File: src/rtl/spfifo_ctl_pkg.sv
// Shared defaults for the single-port FIFO controller and the RAM wrapper it drives.
package spfifo_ctl_pkg;

  localparam int ADDRBIT_DEF = 11;
  localparam int DEPTH_DEF   = 1536;
  localparam int WIDTH_DEF   = 32;
  // Read latency of the wrapped single-port RAM macro, in clocks.
  localparam int RDLAT_DEF   = 3;

  localparam logic [1:0] OP_IDLE  = 2'd0;
  localparam logic [1:0] OP_WRITE = 2'd1;
  localparam logic [1:0] OP_READ  = 2'd2;

endpackage

File: src/rtl/spfifo_obuf.sv
// Small output queue that catches RAM read data; sized so every in-flight read has a slot.
module spfifo_obuf
  import spfifo_ctl_pkg::*;
#(
  parameter int WIDTH   = WIDTH_DEF,
  parameter int ENTRIES = RDLAT_DEF + 1
) (
  input  logic                             clk,
  input  logic                             rst_,
  input  logic                             push,
  input  logic [WIDTH-1:0]                 push_dat,
  input  logic                             pop,
  output logic [WIDTH-1:0]                 head,
  output logic                             full,
  output logic                             empty,
  output logic [$clog2(ENTRIES+1)-1:0]     free_cnt
);

  localparam int IW = (ENTRIES > 1) ? $clog2(ENTRIES) : 1;
  localparam int CW = $clog2(ENTRIES + 1);

  logic [WIDTH-1:0] mem [ENTRIES];
  logic [IW-1:0]    wr_idx;
  logic [IW-1:0]    rd_idx;
  logic [CW-1:0]    cnt;
  logic             do_push;
  logic             do_pop;

  assign do_pop   = pop && (cnt != '0);
  assign do_push  = push && ((cnt != CW'(ENTRIES)) || do_pop);
  assign full     = (cnt == CW'(ENTRIES));
  assign empty    = (cnt == '0);
  assign free_cnt = CW'(ENTRIES) - cnt;
  assign head     = empty ? '0 : mem[rd_idx];

  always_ff @(posedge clk) begin
    if (do_push) mem[wr_idx] <= push_dat;
  end

  always_ff @(posedge clk or negedge rst_) begin
    if (!rst_) begin
      wr_idx <= '0;
      rd_idx <= '0;
      cnt    <= '0;
    end else begin
      if (do_push) wr_idx <= (wr_idx == IW'(ENTRIES - 1)) ? '0 : wr_idx + IW'(1);
      if (do_pop)  rd_idx <= (rd_idx == IW'(ENTRIES - 1)) ? '0 : rd_idx + IW'(1);
      case ({do_push, do_pop})
        2'b10:   cnt <= cnt + CW'(1);
        2'b01:   cnt <= cnt - CW'(1);
        default: cnt <= cnt;
      endcase
    end
  end

endmodule

File: src/rtl/spfifo_ctl.sv
// FIFO controller around a single-port RAM: one holding register in, a credit-managed
// output buffer out, and a scheduler issuing at most one RAM write or read per clock.
module spfifo_ctl
  import spfifo_ctl_pkg::*;
#(
  parameter int ADDRBIT = ADDRBIT_DEF,
  parameter int DEPTH   = DEPTH_DEF,
  parameter int WIDTH   = WIDTH_DEF,
  parameter int RDLAT   = RDLAT_DEF
) (
  input  logic               clk,
  input  logic               rst_,
  input  logic               wr_vld,
  input  logic [WIDTH-1:0]   wr_dat,
  output logic               wr_rdy,
  output logic               rd_vld,
  output logic [WIDTH-1:0]   rd_dat,
  input  logic               rd_rdy,
  output logic [ADDRBIT-1:0] mem_a,
  output logic               mem_we,
  output logic [WIDTH-1:0]   mem_di,
  input  logic [WIDTH-1:0]   mem_do,
  output logic [ADDRBIT:0]   fill
);

  localparam int                 CW       = $clog2(RDLAT + 2);
  localparam logic [ADDRBIT:0]   RAM_MAX  = (ADDRBIT+1)'(DEPTH);
  localparam logic [ADDRBIT-1:0] PTR_LAST = ADDRBIT'(DEPTH - 1);

  logic               hold_vld;
  logic [WIDTH-1:0]   hold_dat;
  logic [ADDRBIT-1:0] wptr;
  logic [ADDRBIT-1:0] rptr;
  logic [ADDRBIT:0]   ram_cnt;
  logic [RDLAT-1:0]   pipe;
  logic               last_read;
  logic               init_done;
  logic [ADDRBIT:0]   fill_q;
  logic [CW-1:0]      obuf_free;
  logic [CW-1:0]      inflight;
  logic               obuf_full;
  logic               obuf_empty;
  logic               rd_ok;
  logic               wr_ok;
  logic [1:0]         op;
  logic               acc;
  logic               con;

  // Credit: a read may only be issued if the output buffer can still hold it once
  // every read already travelling through the RAM pipe has landed.
  always_comb begin
    inflight = '0;
    for (int i = 0; i < RDLAT; i++) inflight = inflight + CW'(pipe[i]);
  end

  assign rd_ok = (ram_cnt != '0) && !obuf_full && (obuf_free > inflight);
  assign wr_ok = hold_vld && (ram_cnt < RAM_MAX);

  // When both sides want the port they take turns, which keeps streaming at one word per two clocks.
  always_comb begin
    op = OP_IDLE;
    if (wr_ok && rd_ok) op = last_read ? OP_WRITE : OP_READ;
    else if (wr_ok)     op = OP_WRITE;
    else if (rd_ok)     op = OP_READ;
  end

  assign mem_we = (op == OP_WRITE);
  assign mem_a  = (op == OP_WRITE) ? wptr : ((op == OP_READ) ? rptr : '0);
  assign mem_di = (op == OP_WRITE) ? hold_dat : '0;
  assign wr_rdy = init_done && (!hold_vld || mem_we);
  assign rd_vld = !obuf_empty;
  assign acc    = wr_vld && wr_rdy;
  assign con    = rd_vld && rd_rdy;
  assign fill   = fill_q;

  always_ff @(posedge clk or negedge rst_) begin
    if (!rst_) begin
      hold_vld  <= 1'b0;
      hold_dat  <= '0;
      wptr      <= '0;
      rptr      <= '0;
      ram_cnt   <= '0;
      pipe      <= '0;
      last_read <= 1'b1;
      init_done <= 1'b0;
      fill_q    <= '0;
    end else begin
      init_done <= 1'b1;
      if (acc) begin
        hold_vld <= 1'b1;
        hold_dat <= wr_dat;
      end else if (mem_we) begin
        hold_vld <= 1'b0;
      end
      if (op == OP_WRITE) begin
        wptr    <= (wptr == PTR_LAST) ? '0 : wptr + ADDRBIT'(1);
        ram_cnt <= ram_cnt + (ADDRBIT+1)'(1);
      end else if (op == OP_READ) begin
        rptr    <= (rptr == PTR_LAST) ? '0 : rptr + ADDRBIT'(1);
        ram_cnt <= ram_cnt - (ADDRBIT+1)'(1);
      end
      if (op != OP_IDLE) last_read <= (op == OP_READ);
      pipe <= (pipe << 1) | RDLAT'(op == OP_READ);
      case ({acc, con})
        2'b10:   fill_q <= fill_q + (ADDRBIT+1)'(1);
        2'b01:   fill_q <= fill_q - (ADDRBIT+1)'(1);
        default: fill_q <= fill_q;
      endcase
    end
  end

  spfifo_obuf #(
    .WIDTH   (WIDTH),
    .ENTRIES (RDLAT + 1)
  ) u_obuf (
    .clk      (clk),
    .rst_     (rst_),
    .push     (pipe[RDLAT-1]),
    .push_dat (mem_do),
    .pop      (con),
    .head     (rd_dat),
    .full     (obuf_full),
    .empty    (obuf_empty),
    .free_cnt (obuf_free)
  );

endmodule
File: config.mk
export PLATFORM = sky130hd
export DESIGN_NAME = spfifo_ctl
export DESIGN_NICKNAME = d
export VERILOG_FILES = /design/src/rtl/spfifo_ctl_pkg.sv /design/src/rtl/spfifo_obuf.sv /design/src/rtl/spfifo_ctl.sv
export SDC_FILE = /design/constraint.sdc
export NUM_CORES = 1
export LEC_CHECK = 0
export ABC_AREA = 0
export CORE_MARGIN = 1.5
export CORE_UTILIZATION = 38
export DETAILED_ROUTE_END_ITERATION = 8
export GPL_TIMING_DRIVEN = 0
export PLACE_DENSITY = 0.68
export SYNTH_ARGS = -nofsm -noshare
export SYNTH_HDL_FRONTEND = slang
export SYNTH_SLANG_ARGS = --single-unit
File: constraint.sdc
create_clock -name clk -period 6 [get_ports clk]
set_input_delay 1.2 -clock clk [delete_from_list [all_inputs] [get_ports clk]]
set_output_delay 1.2 -clock clk [all_outputs]
set_load 0.005 [all_outputs]
# Word-level counts from Yosys, hierarchy flattened

Memory sizes are Yosys's and may differ from the RTL's.
Cells that the tools add are included.

Flip-flop bits (word level): 91
RAM bits: 128
ROM bits: 0
Word-level logic and storage cells: 85
Bits in latches: 0
Input bits: 68
Memories kept: 1
Output and inout port bits: 90

Memories:

| memory     | words | bits a word | rd ports | clocked after memory_dff | write ports | RTL line          | source |
|---|---|---|---|---|---|---|---|
| u_obuf.mem | 4     | 32          | 1        | 0                        | 1           | spfifo_obuf.sv:22 | `logic [WIDTH-1:0] mem [ENTRIES];` |

$mul: 0
Eq/ne operators: 12
Reduce and logical (&&, ||, !) cells: 23
$lt $le $gt $ge: 2
Div/mod/pow operators: 0
Shift-type cells: 0
Add/subtract/negate cells: 13
Mux-type cells: 20
Bitwise gates (word level): 2

Operators with widths:

| cell                                                         | count |
|---|---|
| two-way mux 32 bit                                           | 2 |
| two-way mux 11 bit                                           | 4 |
| adder 12 x 1 -> 12 bit, second input constant                | 2 |
| two-way mux 12 bit                                           | 2 |
| one-hot mux 12 bit (2 select lines)                          | 1 |
| subtractor 12 x 1 -> 12 bit, second input constant           | 2 |
| adder 11 x 1 -> 11 bit, second input constant                | 2 |
| equality test 11 bit, second input constant                  | 2 |
| less-than comparator 12 x 11 -> 1 bit, second input constant | 1 |
| two-way mux 2 bit                                            | 6 |
| nonzero test 12 bit                                          | 1 |
| equality test 2 bit, second input constant                   | 5 |
| nonzero test 2 bit                                           | 5 |
| logical AND 1 bit                                            | 9 |
| equality test 2 x 1 -> 1 bit, second input constant          | 3 |
| one-hot mux 3 bit (2 select lines)                           | 1 |
| adder 2 x 1 -> 2 bit, second input constant                  | 2 |
| two-way mux 1 bit                                            | 4 |
| adder 2 x 1 -> 3 bit                                         | 1 |
| adder 3 x 1 -> 3 bit, second input constant                  | 1 |
| equality test 3 bit, second input constant                   | 1 |
| > comparator 3 bit                                           | 1 |
| zero test 1 bit                                              | 3 |
| zero test 3 bit                                              | 1 |
| 9 further kinds                                              | 10 |

# Logic depth before layout (Yosys ltp)

Gate-level depths: netlist of run 1.

Word-level depth: 13
Gate-level depth with buffers: 26
Mapped depth without buffers: 22

# Modules after synthesis

Synthesis of run 1 repeated with hierarchy kept, for this count alone.

Cells, all modules: 746
Area total of the unflattened synthesis: 10238.6 um^2

Modules (own cells, without submodules):

| module      | seq. area each (um^2) | area each (um^2) | times used | cells each |
|---|---|---|---|---|
| spfifo_obuf | 4018.9                | 5358.9           | 1          | 253 |
| spfifo_ctl  | 2103.3                | 4879.7           | 1          | 493 |

# Worst setup path before layout of run 1

No wires, ideal clock.

Kind: reg2reg
Start: reg pipe[0]
End: reg fill_q[6], in the netlist fill[6]
Arrival: 5001 ps
Data required time: 5921 ps
Slack: 920 ps
Library setup time: 79 ps
Period minus slack after synthesis: 5080 ps
Cell stages (with the launch flop): 25
Buffers on the path: 4
Cells stage by stage: dfrtp_1 -> fa_1 -> ha_1 -> a21oi_1 -> o21ai_0 -> a21oi_1 -> inv_1 -> ha_1 -> inv_1 -> nand2_1 -> and2_1 -> nand2_1 -> buf_2 -> ha_1 -> buf_6 -> buf_6 -> buf_2 -> xor2_1 -> ha_1 -> and3b_1 -> o21ai_1 -> nand2_1 -> or4_1 -> a31oi_1 -> xor2_1

Cells in the longest elaborated chain, start to end: 13
Elaborated cells between the ends (all ways): 16
Those cells by class: add/sub: 2; order compare: 1; eq/ne: 3; mux: 4; reduce/logical: 6

Ends and longest elaborated chain:

| what                                                                      | RTL line          | source |
|---|---|---|
| start, declared                                                           | spfifo_ctl.sv:35  | `logic [RDLAT-1:0] pipe;` |
| start signal, assigned                                                    | spfifo_ctl.sv:103 | `pipe <= (pipe << 1) \| RDLAT'(op == OP_READ);` |
| adder 1 x 1 -> 2 bit *                                                    | spfifo_ctl.sv:53  | `for (int i = 0; i < RDLAT; i++) inflight = inflight + CW'(pipe[i]);` |
| adder 2 x 1 -> 3 bit *                                                    | spfifo_ctl.sv:53  |  |
| > comparator 3 bit *                                                      | spfifo_ctl.sv:56  | `assign rd_ok = (ram_cnt != '0) && !obuf_full && (obuf_free > inflight);` |
| logical AND 1 bit *                                                       | spfifo_ctl.sv:56  |  |
| two-way mux 2 bit                                                         | spfifo_ctl.sv:64  | `else if (rd_ok) op = OP_READ;` |
| two-way mux 2 bit                                                         | spfifo_ctl.sv:63  | `else if (wr_ok) op = OP_WRITE;` |
| two-way mux 2 bit *                                                       | spfifo_ctl.sv:62  | `if (wr_ok && rd_ok) op = last_read ? OP_WRITE : OP_READ;` |
| equality test 2 x 1 -> 1 bit *                                            | spfifo_ctl.sv:67  | `assign mem_we = (op == OP_WRITE);` |
| via mem_we                                                                | spfifo_ctl.sv:20  | `output logic mem_we,` |
| logical OR 1 bit *                                                        | spfifo_ctl.sv:70  | `assign wr_rdy = init_done && (!hold_vld \|\| mem_we);` |
| logical AND 1 bit *                                                       | spfifo_ctl.sv:70  |  |
| via wr_rdy                                                                | spfifo_ctl.sv:15  | `output logic wr_rdy,` |
| logical AND 1 bit *                                                       | spfifo_ctl.sv:72  | `assign acc = wr_vld && wr_rdy;` |
| equality test 2 x 1 -> 1 bit or equality test 2 bit (tied branches)       | spfifo_ctl.sv:104 | `case ({acc, con})` |
| one-hot mux 12 bit (2 select lines) or nonzero test 2 bit (tied branches) | --                |  |
| end signal, assigned                                                      | spfifo_ctl.sv:105 | `2'b10: fill_q <= fill_q + (ADDRBIT+1)'(1);` |
| end signal, assigned                                                      | spfifo_ctl.sv:106 | `2'b01: fill_q <= fill_q - (ADDRBIT+1)'(1);` |
| end signal, assigned                                                      | spfifo_ctl.sv:107 | `default: fill_q <= fill_q;` |
| end, declared                                                             | spfifo_ctl.sv:38  | `logic [ADDRBIT:0] fill_q;` |

The timed path passes the listed nets; every way through them passes the cells marked *.
A chain may end at the register's enable or synchronous reset.

# Worst setup path in the final report of run 1

Start: reg pipe[0]
End: reg fill_q[6], in the netlist fill[6]

Cells in the longest elaborated chain, start to end: 13
Elaborated cells between the ends (all ways): 16
Those cells by class: add/sub: 2; order compare: 1; eq/ne: 3; mux: 4; reduce/logical: 6

Ends and longest elaborated chain:

| what                                                                      | RTL line |
|---|---|
| adder 1 x 1 -> 2 bit *                                                    | spfifo_ctl.sv:53 |
| adder 2 x 1 -> 3 bit *                                                    | spfifo_ctl.sv:53 |
| > comparator 3 bit *                                                      | spfifo_ctl.sv:56 |
| logical AND 1 bit *                                                       | spfifo_ctl.sv:56 |
| two-way mux 2 bit                                                         | spfifo_ctl.sv:64 |
| two-way mux 2 bit                                                         | spfifo_ctl.sv:63 |
| two-way mux 2 bit *                                                       | spfifo_ctl.sv:62 |
| equality test 2 x 1 -> 1 bit *                                            | spfifo_ctl.sv:67 |
| logical OR 1 bit *                                                        | spfifo_ctl.sv:70 |
| logical AND 1 bit *                                                       | spfifo_ctl.sv:70 |
| logical AND 1 bit *                                                       | spfifo_ctl.sv:72 |
| equality test 2 x 1 -> 1 bit or equality test 2 bit (tied branches)       | spfifo_ctl.sv:104 |
| one-hot mux 12 bit (2 select lines) or nonzero test 2 bit (tied branches) | -- |

Mark *: on every way between the ends. The rest lies on a longest branch, timed or not.

==> key figures, run 1 <==
Synth
  • Seq/Total Area, Yosys: 59.3%
  • Mapped Area: 10,300 um2
  • Synth Register Bits: 219
  • Synth Flop Type: edfxtp_1
  • Top cell type's share of synthesized area: 37.2%
  • Top post-synthesis cells by area: edfxtp_1, dfrtp_1, mux4_2
  • Syn_area_per_cell: 13.5 um2
  • EDFF count, synth: 128
  • Yosys warnings: 0
  • Asr flop ratio synth: 41.6%
  • Syn Nets: 866
  • Synth area leader: edfxtp_1
  • Cells after Synth: 765
  • Synth unique cells: 68

Pwr
  • Power share of the combinational group: 48.9%
  • Int Pwr: 4950 uW
  • Switching part of the total: 35.5%
  • Worst vdd ir: 0.000283 V
  • P_sw: 2720 uW
  • Pwr dens: 583 nW/um2
  • Sequential share of power: 31.5%
  • Clock network power share: 19.6%
  • Lkg Pwr: 0.00494 uW

Worst setup path
  • Reg-to-reg endpoint: fill[6]
  • Worst path bufs/invs: 6
  • CP max-delay cell: fa_1
  • Crit-path cells: fa_1 -> ha_1 -> a21oi_1 -> o21ai_0 -> a21oi_1 -> inv_1 -> ha_2 -> clkinvlp_4 -> nand2_1 -> and2_1 -> nand2_1 -> buf_2 -> ha_2 -> buf_6 -> buf_6 -> buf_2 -> xor2_1 -> ha_1 -> and3b_1 -> o21ai_1 -> nand2_1 -> or4_1 -> a31oi_1 -> xor2_1
  • Crit start category: register
  • Crit path DAT: 5.92 ns
  • CP endpoint kind: register
  • Worst path top cell family by delay: adder cells
  • Reg2reg start: pipe[0]
  • R2R cell count: 24
  • Crit-path most repeated cell: nand2_1
  • R2r setup slk: 0.52 ns
  • Largest stage delay on the critical path: 0.48 ns
  • Setup CP Type: reg -> reg
  • Crit Path Max Fanout: 11
  • Req. time, crit path: 6.44 ns

STA
  • Final Hold Viols: 0
  • Fin crit period: 5.48 ns
  • Slew margin rel.: 40.0%
  • Unrepaired setup endpoints after global routing: false
  • Final Cycle Share: 91.3%
  • Max Slew Vio Count: 0
  • Worst setup margin: 0.525 ns
  • Worst-Margin Slew: 0.900 ns
  • Fin Clk Skew: 0.0142 ns
  • Max Clock Freq: 183 MHz
  • Final setup violation count: 0

Placement
  • DP HPWL: 14,800 um
  • Dpl ws: -0.123 ns
  • Placed inst area: 12,400 um2
  • Buffers on Ports: 157
  • GPL Wtd Cong: 0.824

Floorplan
  • Area of the core: 26,800 um2
  • Die height: 168 um
  • Starting Density: 38.5%
  • Die Wd: 168 um
  • Die Area: 28,200 um2
  • Rows: 60
  • IO Count: 158

Finish
  • Most common cell after layout, fill and taps aside: clkdlybuf4s50_1
  • Commonest non-fill, non-tap cells in the layout: clkdlybuf4s50_1, edfxtp_1, dfrtp_1, and2_1, nand2_1
  • N_diodes: 0
  • Final net count: 1,051
  • Share of cells above drive strength 1: 15.0%
  • Fin area: 13,200 um2
  • Fill cells: 2,294
  • Layout area overhead: 27.6%

Global route
  • Vias in the first global route: 6,913
  • Total track usage: 15.9%
  • Largest net degree at the start of global routing: 61
  • First-pass GRT wire length: 36,200 um
  • Initial antenna violation count: 0
  • Gr ovfl total: 0

Routing
  • DRT antenna net count: 0
  • Routed wire per std cell: 16.8 um
  • Routed WL: 22,000 um
  • Vias per std cell: 5.13
  • Post-route DRC violation count: 0
  • Iter 0 DRT Violations: 414
  • Drt pass-1 iters: 5
  • Vias: 6,710

Clock network
  • CTS tree: built
  • Clock slew at reported path FFs: 0.06 ns
  • H-tree depth: 1
  • CTS Buf Count: 24
  • Root buffer cell: clkbuf_16
  • Clk buf depth: 3
  • Clock net sink count: 219
  • Clk_lat worst skew: 0.52 ns

Flow run
  • Max-cap violations: 0

Hold path
  • Hold Path Cell Cnt: 0
  • End of the worst hold path: pipe[2]
  • Hold_sp: pipe[1]
  • Hold Path Class: reg -> reg

Status
  • Status: finished clean
==> stage by stage <==
stage               hold WS (ns)  total power (uW)  util, %  cells  TNS, ns
floorplan                  0.386              4790        -    765        0
global placement           0.393              6140     46.0   1263  -0.0928
detailed placement         0.399              6210     46.1   1264   -0.123
CTS                        0.412              7760     49.1   1309        0
global route               0.430              8250     49.2   1309        0
finish                     0.408              7680     49.2   1309        0
==> timing repair <==
action                                  CTS  global route
endpoints found under the setup margin    2             2
gates resized for setup                   1             2
hold endpoints to repair                  0             0
buffers inserted                          1             0
hold buffers                              0             0
cloned                                    0             0
==> cell usage after synthesis, types with 7 or more instances <==
cell type,number
edfxtp_1,128
dfrtp_1,90
and2_1,71
nand2_1,55
mux2_2,37
o21ai_0,37
mux4_2,32
ha_1,30
inv_1,28
a21oi_1,20
clkbuf_1,20
nor2_1,20
xor2_1,20
xnor2_1,19
buf_2,13
a21o_1,9
a31oi_1,9
nor3_1,9
nand3_1,8
nand4_1,8
nand2b_1,7
==> cells by family after synthesis <==
logic type,after synthesis,share of synthesized area [%]
and+or+nand+nor,218,11.8
muxes,71,11.2
xor gates and xnor gates,39,3.31
AOI/OAI and AO/OA,118,7.33
buffers and inverters,66,2.78
DFF,219,59.3
adders and majority gates,33,4.22
other,1,0.0363
==> state kept, by name (all words and copies together), names as in the netlist <==
name           count
hold_dat          32
init_done          1
wptr              11
ram_cnt           12
u_obuf.wr_idx      2
pipe               3
hold_vld           1
u_obuf.cnt         3
fill              12
u_obuf.mem       128
rptr              11
last_read          1
u_obuf.rd_idx      2
==> layer usage <==
layer,share of wire (%),global-route usage (%)
met2,44,25.0
met5,0,0
met4,1.9,3.76
met1,46,21.6
met3,8.8,4.89
==> final cells by class <==
type / instances / area [um2] / area share [%]
Sequential cell: 219 / 6120 / 46.5
Multi-Input combinational cell: 480 / 3930 / 29.8
Buffer: 38 / 181 / 1.38
Clock buffer: 33 / 664 / 5.04
Inverter: 28 / 109 / 0.826
Clock inverter: 11 / 144 / 1.09
Timing Repair Buffer: 159 / 1600 / 12.2
Tap cell: 341 / 427 / 3.24
==> worst reg2reg max path, cell delays in order (launching register included) <==
cell	delay [ns]
dfrtp_1	0.40
fa_1	0.48
ha_1	0.29
a21oi_1	0.14
o21ai_0	0.13
a21oi_1	0.19
inv_1	0.09
ha_2	0.24
clkinvlp_4	0.09
nand2_1	0.06
and2_1	0.19
nand2_1	0.21
buf_2	0.34
ha_2	0.37
buf_6	0.18
buf_6	0.13
buf_2	0.22
xor2_1	0.10
ha_1	0.21
and3b_1	0.18
o21ai_1	0.17
nand2_1	0.17
or4_1	0.45
a31oi_1	0.21
xor2_1	0.16
==> how the worst max path moves through the flow <==
stage / startpoint / cells after the start / to / slack, ns
CTS: pipe[0] / 26 / fill[6] / 0.29
global route: pipe[0] / 24 / fill[6] / 0.07
detailed placement: pipe[0] / 24 / fill[6] / -0.12
finish: pipe[0] / 24 / fill[6] / 0.52
global placement: pipe[0] / 24 / fill[6] / -0.07
floorplan: pipe[0] / 24 / fill[6] / 0.92
==> power groups by stage <==
stage          sequential (uW)  clock, uW  combinational, uW
2_1_floorplan             2360          0               2420
3_3_place_gp              2430          0               3710
3_5_place_dp              2440          0               3760
4_1_cts                   2420       1540               3800
5_1_grt                   2480       1590               4180
6_report                  2420       1500               3760
Power figures use the tool's default switching activity.
==> run 2: changes to the inputs <==
--- a/config.mk
+++ b/config.mk
@@ -6,7 +6,6 @@
 export NUM_CORES = 1
 export LEC_CHECK = 0
 export ABC_AREA = 0
-export CORE_MARGIN = 1.5
 export CORE_UTILIZATION = 38
 export DETAILED_ROUTE_END_ITERATION = 8
 export GPL_TIMING_DRIVEN = 0
==> run 2 against run 1 <==
Flip-flop and latch count unchanged; count of clock-buffer cells in the layout decreased by 1; clock skew decreased by 0.0062 ns; critical path depth increased by 2; sequential share of layout area about the same; power increased by 0.19%; critical path type unchanged; largest power group unchanged; highest routed layer unchanged.
==> key figures, run 2 (same netlist as run 1, synthesis figures left out) <==
Status
  • Status: finished clean

Finish
  • Most common cell after layout, fill and taps aside: clkdlybuf4s50_1
  • Share of cells above drive strength 1: 14.8% (-0.18 points)
  • Top reg by flops: u_obuf.mem
  • N_diodes: 0 (unchanged)
  • Fin area: 13,200 um2 (about the same)
  • Commonest non-fill, non-tap cells in the layout: clkdlybuf4s50_1, edfxtp_1, dfrtp_1, and2_1, nand2_1
  • Final core utilization: 50.0% (+0.84 points)
  • Layout area overhead: 27.7% (about the same)
  • Fill cells: 2,291 (-0.13%)
  • Max reg flops: 128 (unchanged)
  • Fin cells: 1,301 (-0.61%)
  • Biggest regs: u_obuf.mem x128, hold_dat x32
  • Final net count: 1,052 (+0.095%)

Hold path
  • Hold Path Class: reg -> reg

STA
  • Final Hold Viols: 0 (unchanged)
  • Slew margin rel.: 39.5% (-0.48 points)
  • Unrepaired setup endpoints after global routing: false
  • Max Slew Vio Count: 0 (unchanged)
  • Final setup violation count: 0 (unchanged)
  • Fin crit period: 5.46 ns (-0.0122 ns)
  • Final Cycle Share: 91.1% (-0.20 points)
  • Fin Clk Skew: 0.00795 ns (-0.00622 ns)
  • Max Clock Freq: 183 MHz (+0.22%)
  • Setup TNS: 0 ns (unchanged)
  • Hold Slack: 0.403 ns (-0.00527 ns)
  • Worst-Margin Slew: 0.908 ns (+0.00720 ns)

Pwr
  • Pwr dens: 584 nW/um2 (+0.17%)
  • Lkg Pwr: 0.00494 uW (about the same)
  • Worst vdd ir: 0.000283 V (about the same)

Worst setup path
  • Setup CP Type: reg -> reg
  • Crit start category: register
  • Crit path DAT: 5.91 ns (about the same)
  • CP endpoint kind: register
  • Req. time, crit path: 6.44 ns (about the same)
  • Largest stage delay on the critical path: 0.42 ns (-0.06 ns)
  • CP max-delay cell: fa_1
  • Crit Path Max Fanout: 11 (unchanged)

Floorplan
  • Die Wd: 167 um (-0.60%)
  • Rows: 59 (-1.7%)
  • Area of the core: 26,400 um2 (-1.7%)
  • Starting Density: 39.2% (+0.65 points)
  • Die height: 167 um (-0.60%)
  • Die Area: 27,800 um2 (-1.2%)
  • IO Count: 158 (unchanged)

Placement
  • DP HPWL: 15,400 um (+4.1%)
  • DP Cell Count: 1,259 (-0.40%)
  • Placed inst area: 12,400 um2 (+0.10%)
  • Buffers on Ports: 157 (unchanged)
  • GPL Wtd Cong: 0.827 (+0.33%)

Routing
  • DRT antenna net count: 0 (unchanged)
  • WL met1: 10,100 um (about the same)
  • Routed WL: 22,500 um (+2.3%)
  • Routed wire per std cell: 17.3 um (+2.9%)
  • Met2 routed WL: 10,300 um (+7.2%)
  • Highest metal used: met4
  • Post-route DRC violation count: 0 (unchanged)
  • Drt pass-1 iters: 4 (-1)
  • Vias: 6,713 (+0.045%)
  • Routed wl met3: 1800 um (-6.7%)
  • Vias per std cell: 5.16 (+0.66%)
  • Iter 0 DRT Violations: 462 (+12%)

Global route
  • Initial antenna violation count: 0 (unchanged)
  • Vias in the first global route: 6,972 (+0.85%)
  • Total track usage: 16.3% (+0.45 points)
  • Gr ovfl total: 0 (unchanged)
  • First-pass GRT wire length: 36,800 um (+1.8%)
  • Largest net degree at the start of global routing: 54 (-11%)

Clock network
  • CTS Buf Count: 24 (unchanged)
  • Clock slew at reported path FFs: 0.06 ns (about the same)
  • Clk_lat worst skew: 0.52 ns (about the same)
  • Clk buf depth: 3 (unchanged)
  • H-tree depth: 1 (unchanged)
  • Clock net sink count: 219 (unchanged)
  • Root buffer cell: clkbuf_16
  • CTS tree: built

Flow run
  • Max-cap violations: 0 (unchanged)
## run 2: changes by cell type in the layout (fill, tap and decap cells not counted), sizes merged
cell and delta:
inv -1, clkinv -1, buf +1, clkbuf -1
## run 2: layout make-up
| type | count | area [um2] | area share (%) |
|---|---|---|---|
| plain buffers | 38 | 181 | 1.38 |
| clock buffers | 32 | 671 | 5.09 |
| clock inverters | 9 | 128 | 0.968 |
| inverters | 28 | 109 | 0.826 |
| multi-input cells | 480 | 3930 | 29.8 |
| flip-flops and latches | 219 | 6120 | 46.5 |
| well taps | 335 | 419 | 3.18 |
| repair buffers | 160 | 1620 | 12.3 |
## run 2: path summary, 6_finish.rpt
path	start	end	slack, ns	cells past startpoint
min reg2reg	pipe[1]	pipe[2]	0.40	0
max in group asynchronous	rst_	last_read	4.61	2
max	pipe[0]	fill[6]	0.54	26
min in group asynchronous	rst_	rptr[9]	0.67	1
max reg2reg	pipe[0]	fill[6]	0.54	26
min	pipe[1]	pipe[2]	0.40	0
## run 2: critical path: cells and delay by family, from the launching register on
kind / cells / cell delay, ns
DFF: 1 / 0.40
AOI/OAI and AO/OA: 6 / 0.88
and+or+nand+nor: 6 / 1.23
adders and majority gates: 5 / 1.46
xor gates and xnor gates: 2 / 0.34
buffers and inverters: 7 / 1.06
## run 2: stage by stage
stage | power [uW] | setup WS [ns]
2_1_floorplan | 4790 | 0.920
3_3_place_gp | 6170 | -0.102
3_5_place_dp | 6250 | -0.187
4_1_cts | 7790 | 0.250
5_1_grt | 8260 | 0.00747
6_report | 7690 | 0.537
## run 2: layer usage
metal	GRT usage (%)	up-vias
li1	-	3190
met1	21.4	3273
met2	26.7	228
met3	4.82	22
met4	3.78	0
met5	0	-
## run 2: power by group
group	switching, uW	total [uW]	leakage [uW]	internal (uW)
logic	1890	3790	0.00227	1900
clock network	580	1490	0.000391	908
registers	260	2420	0.00228	2150
total	2730	7690	0.00494	4960
## run 2: repair_timing
item | in CTS | in global routing
resized for setup | 1 | 2
setup endpoints to repair | 3 | 3
hold buffers | 0 | 0
setup buffers | 1 | 0
pin swaps | 0 | 0
==> run 3: changes to the inputs <==
--- a/config.mk
+++ b/config.mk
@@ -10,6 +10,7 @@
 export DETAILED_ROUTE_END_ITERATION = 8
 export GPL_TIMING_DRIVEN = 0
 export PLACE_DENSITY = 0.68
+export RECOVER_POWER = 50
 export SYNTH_ARGS = -nofsm -noshare
 export SYNTH_HDL_FRONTEND = slang
 export SYNTH_SLANG_ARGS = --single-unit
==> run 3 against run 2 <==
The run now ends with max-capacitance violations, max-slew violations left; count of clock-buffer cells in the layout did not move; via count fell by 0.58%; die area did not move; largest cell class unchanged.
==> key figures, run 3 (same netlist as run 1, synthesis figures left out) <==
Routing
  • Drt pass-1 iters: 5 (+1)
  • Vias per std cell: 5.13 (-0.58%)
  • Vias: 6,674 (-0.58%)
  • DRT antenna net count: 0 (unchanged)
  • Iter 0 DRT Violations: 478 (+3.5%)
  • Routed WL: 22,500 um (-0.25%)
  • Routed wire per std cell: 17.3 um (-0.25%)
  • Post-route DRC violation count: 0 (unchanged)

STA
  • Final Hold Viols: 0 (unchanged)
  • Slew margin rel.: -71.2% (-110 points)
  • Unrepaired setup endpoints after global routing: false
  • Max Clock Freq: 183 MHz (about the same)
  • Fin Clk Skew: 0.00788 ns (-0.0000752 ns)
  • Fin crit period: 5.46 ns (-0.00268 ns)
  • Worst-Margin Slew: 2.57 ns (+1.66 ns)
  • Final setup violation count: 0 (unchanged)
  • Max Slew Vio Count: 123 (+123)
  • Hold Slack: 0.403 ns (-0.00000100 ns)
  • Final Cycle Share: 91.0% (about the same)

Finish
  • Commonest non-fill, non-tap cells in the layout: edfxtp_1, clkdlybuf4s50_1, dfrtp_1, and2_1, nand2_1
  • Final net count: 1,052 (unchanged)
  • Fin cells: 1,301 (unchanged)
  • Max reg flops: 128 (unchanged)
  • Top reg by flops: u_obuf.mem
  • FF+latch area: 6120 um2 (unchanged)
  • Fin area: 13,100 um2 (-0.29%)
  • Multi-input logic area: 3920 um2 (about the same)
  • Layout area overhead: 27.3%
  • Most common cell after layout, fill and taps aside: edfxtp_1
  • Fill cells: 2,300 (+0.39%)
  • N_diodes: 0 (unchanged)
  • Biggest regs: u_obuf.mem x128, hold_dat x32
  • Share of cells above drive strength 1: 14.4% (-0.41 points)
  • Final core utilization: 49.9% (-0.15 points)

Status
  • Failing checks: max-capacitance violations, max-slew violations
  • Status: complete, but fails checks

Pwr
  • Pwr dens: 583 nW/um2 (-0.18%)
  • Lkg Pwr: 0.00493 uW (-0.18%)
  • Worst vdd ir: 0.000283 V (+0.12%)

Clock network
  • H-tree depth: 1 (unchanged)
  • CTS Buf Count: 24 (unchanged)
  • Clk buf depth: 3 (unchanged)
  • Hold buffers post-CTS: 0 (unchanged)
  • Clock net sink count: 219 (unchanged)
  • CTS tree: built
  • Root buffer cell: clkbuf_16
  • Clock slew at reported path FFs: 0.06 ns (about the same)
  • Clk_lat worst skew: 0.52 ns (about the same)

Global route
  • Largest net degree at the start of global routing: 54 (unchanged)
  • Gr ovfl total: 0 (unchanged)
  • Total track usage: 16.3% (unchanged)
  • Initial antenna violation count: 1 (+1)
  • Vias in the first global route: 6,972 (unchanged)
  • First-pass GRT wire length: 36,800 um (unchanged)

Placement
  • GPL Wtd Cong: 0.827 (unchanged)
  • Buffers on Ports: 157 (unchanged)
  • DP HPWL: 15,400 um (unchanged)
  • Placed inst area: 12,400 um2 (unchanged)
  • DP Cell Count: 1,259 (unchanged)

Worst setup path
  • Crit Path Max Fanout: 11 (unchanged)
  • Crit path DAT: 5.90 ns (about the same)
  • Setup CP Type: reg -> reg
  • Crit start category: register
  • R2R cell count: 26 (unchanged)
  • CP endpoint kind: register
  • Req. time, crit path: 6.44 ns (about the same)

Floorplan
  • IO Count: 158 (unchanged)
  • Die Wd: 167 um (unchanged)
  • Die Area: 27,800 um2 (unchanged)
  • Starting Density: 39.2% (unchanged)
  • Die height: 167 um (unchanged)
  • Area of the core: 26,400 um2 (unchanged)
  • Rows: 59 (unchanged)

Hold path
  • Hold Path Cell Cnt: 0 (unchanged)
  • Hold Path Class: reg -> reg

Flow run
  • Max-cap violations: 3 (+3)
[run 3: changes by cell type in the layout (fill, tap and decap cells not counted), sizes merged]
| cell | previous run | this run |
|---|---|---|
| buf | 22 | 19 |
| clkdlybuf4s50 | 156 | 112 |
| dlygate4sd3 | 0 | 44 |
| clkbuf | 52 | 54 |
| clkdlybuf4s25 | 0 | 1 |
[run 3: layout make-up]
cell class                 instances  share of cell area [%]
timing repair buffer             160                    12.1
tap                              335                    3.19
clock inverter                     9                   0.971
clock buffer                      32                    5.10
inverter                          28                   0.828
sequential                       219                    46.6
multi-input combinational        480                    29.9
buffer                            38                    1.38
[run 3: timing repair]
item                                    in CTS  in global routing
cloned                                       0                  0
endpoints found under the setup margin       3                  3
gates resized for setup                      1                  2
pin swaps                                    0                  0
endpoints found under the hold margin        0                  0
setup buffers                                1                  0
[run 3: where the power goes]
part	switching (uW)	internal [uW]
clock	581	908
combinational	1880	1870
sequential	259	2160
total	2720	4930
[run 3: routing by layer]
metal | wire, um | global-route usage, % | vias up
met4 | 344 | 3.78 | 2
met3 | 1730 | 4.82 | 25
met5 | 13 | 0 | -
li1 | - | - | 3185
met2 | 10300 | 26.7 | 215
met1 | 10100 | 21.4 | 3247
[run 3: critical path: stages (launching register included)]
cell and delay [ns]:
dfrtp_1 0.40, fa_1 0.42, inv_1 0.07, ha_1 0.23
a21oi_1 0.15, a21oi_1 0.05, o21ai_0 0.26, a21oi_1 0.10
inv_1 0.11, ha_2 0.29, clkinvlp_4 0.12, nand2_1 0.07
and2_1 0.20, nand2_1 0.21, buf_2 0.28, ha_2 0.31
buf_6 0.17, buf_6 0.13, buf_2 0.18, xor2_1 0.18
ha_1 0.21, and3b_1 0.19, o21ai_1 0.15, nand2_1 0.15
or4_1 0.42, a31oi_1 0.17, xor2_1 0.16
[run 3: final timing paths]
kind / start / to / slack (ns)
min in group asynchronous: rst_ / hold_dat[0] / 1.34
max in group asynchronous: rst_ / fill[1] / 1.03
hold reg to reg: pipe[1] / pipe[2] / 0.40
setup reg to reg: pipe[0] / fill[6] / 0.54
setup / recovery: pipe[0] / fill[6] / 0.54
hold / removal: pipe[1] / pipe[2] / 0.40
[run 3: per-stage QoR]
stage / TNS (ns) / power (uW) / setup WS (ns)
finish: 0 / 7650 / 0.540
global route: 0 / 8230 / 0.00747
CTS: 0 / 7790 / 0.250
detailed placement: -0.330 / 6250 / -0.187
global placement: -1.32 / 6170 / -0.102
floorplan: 0 / 4790 / 0.920
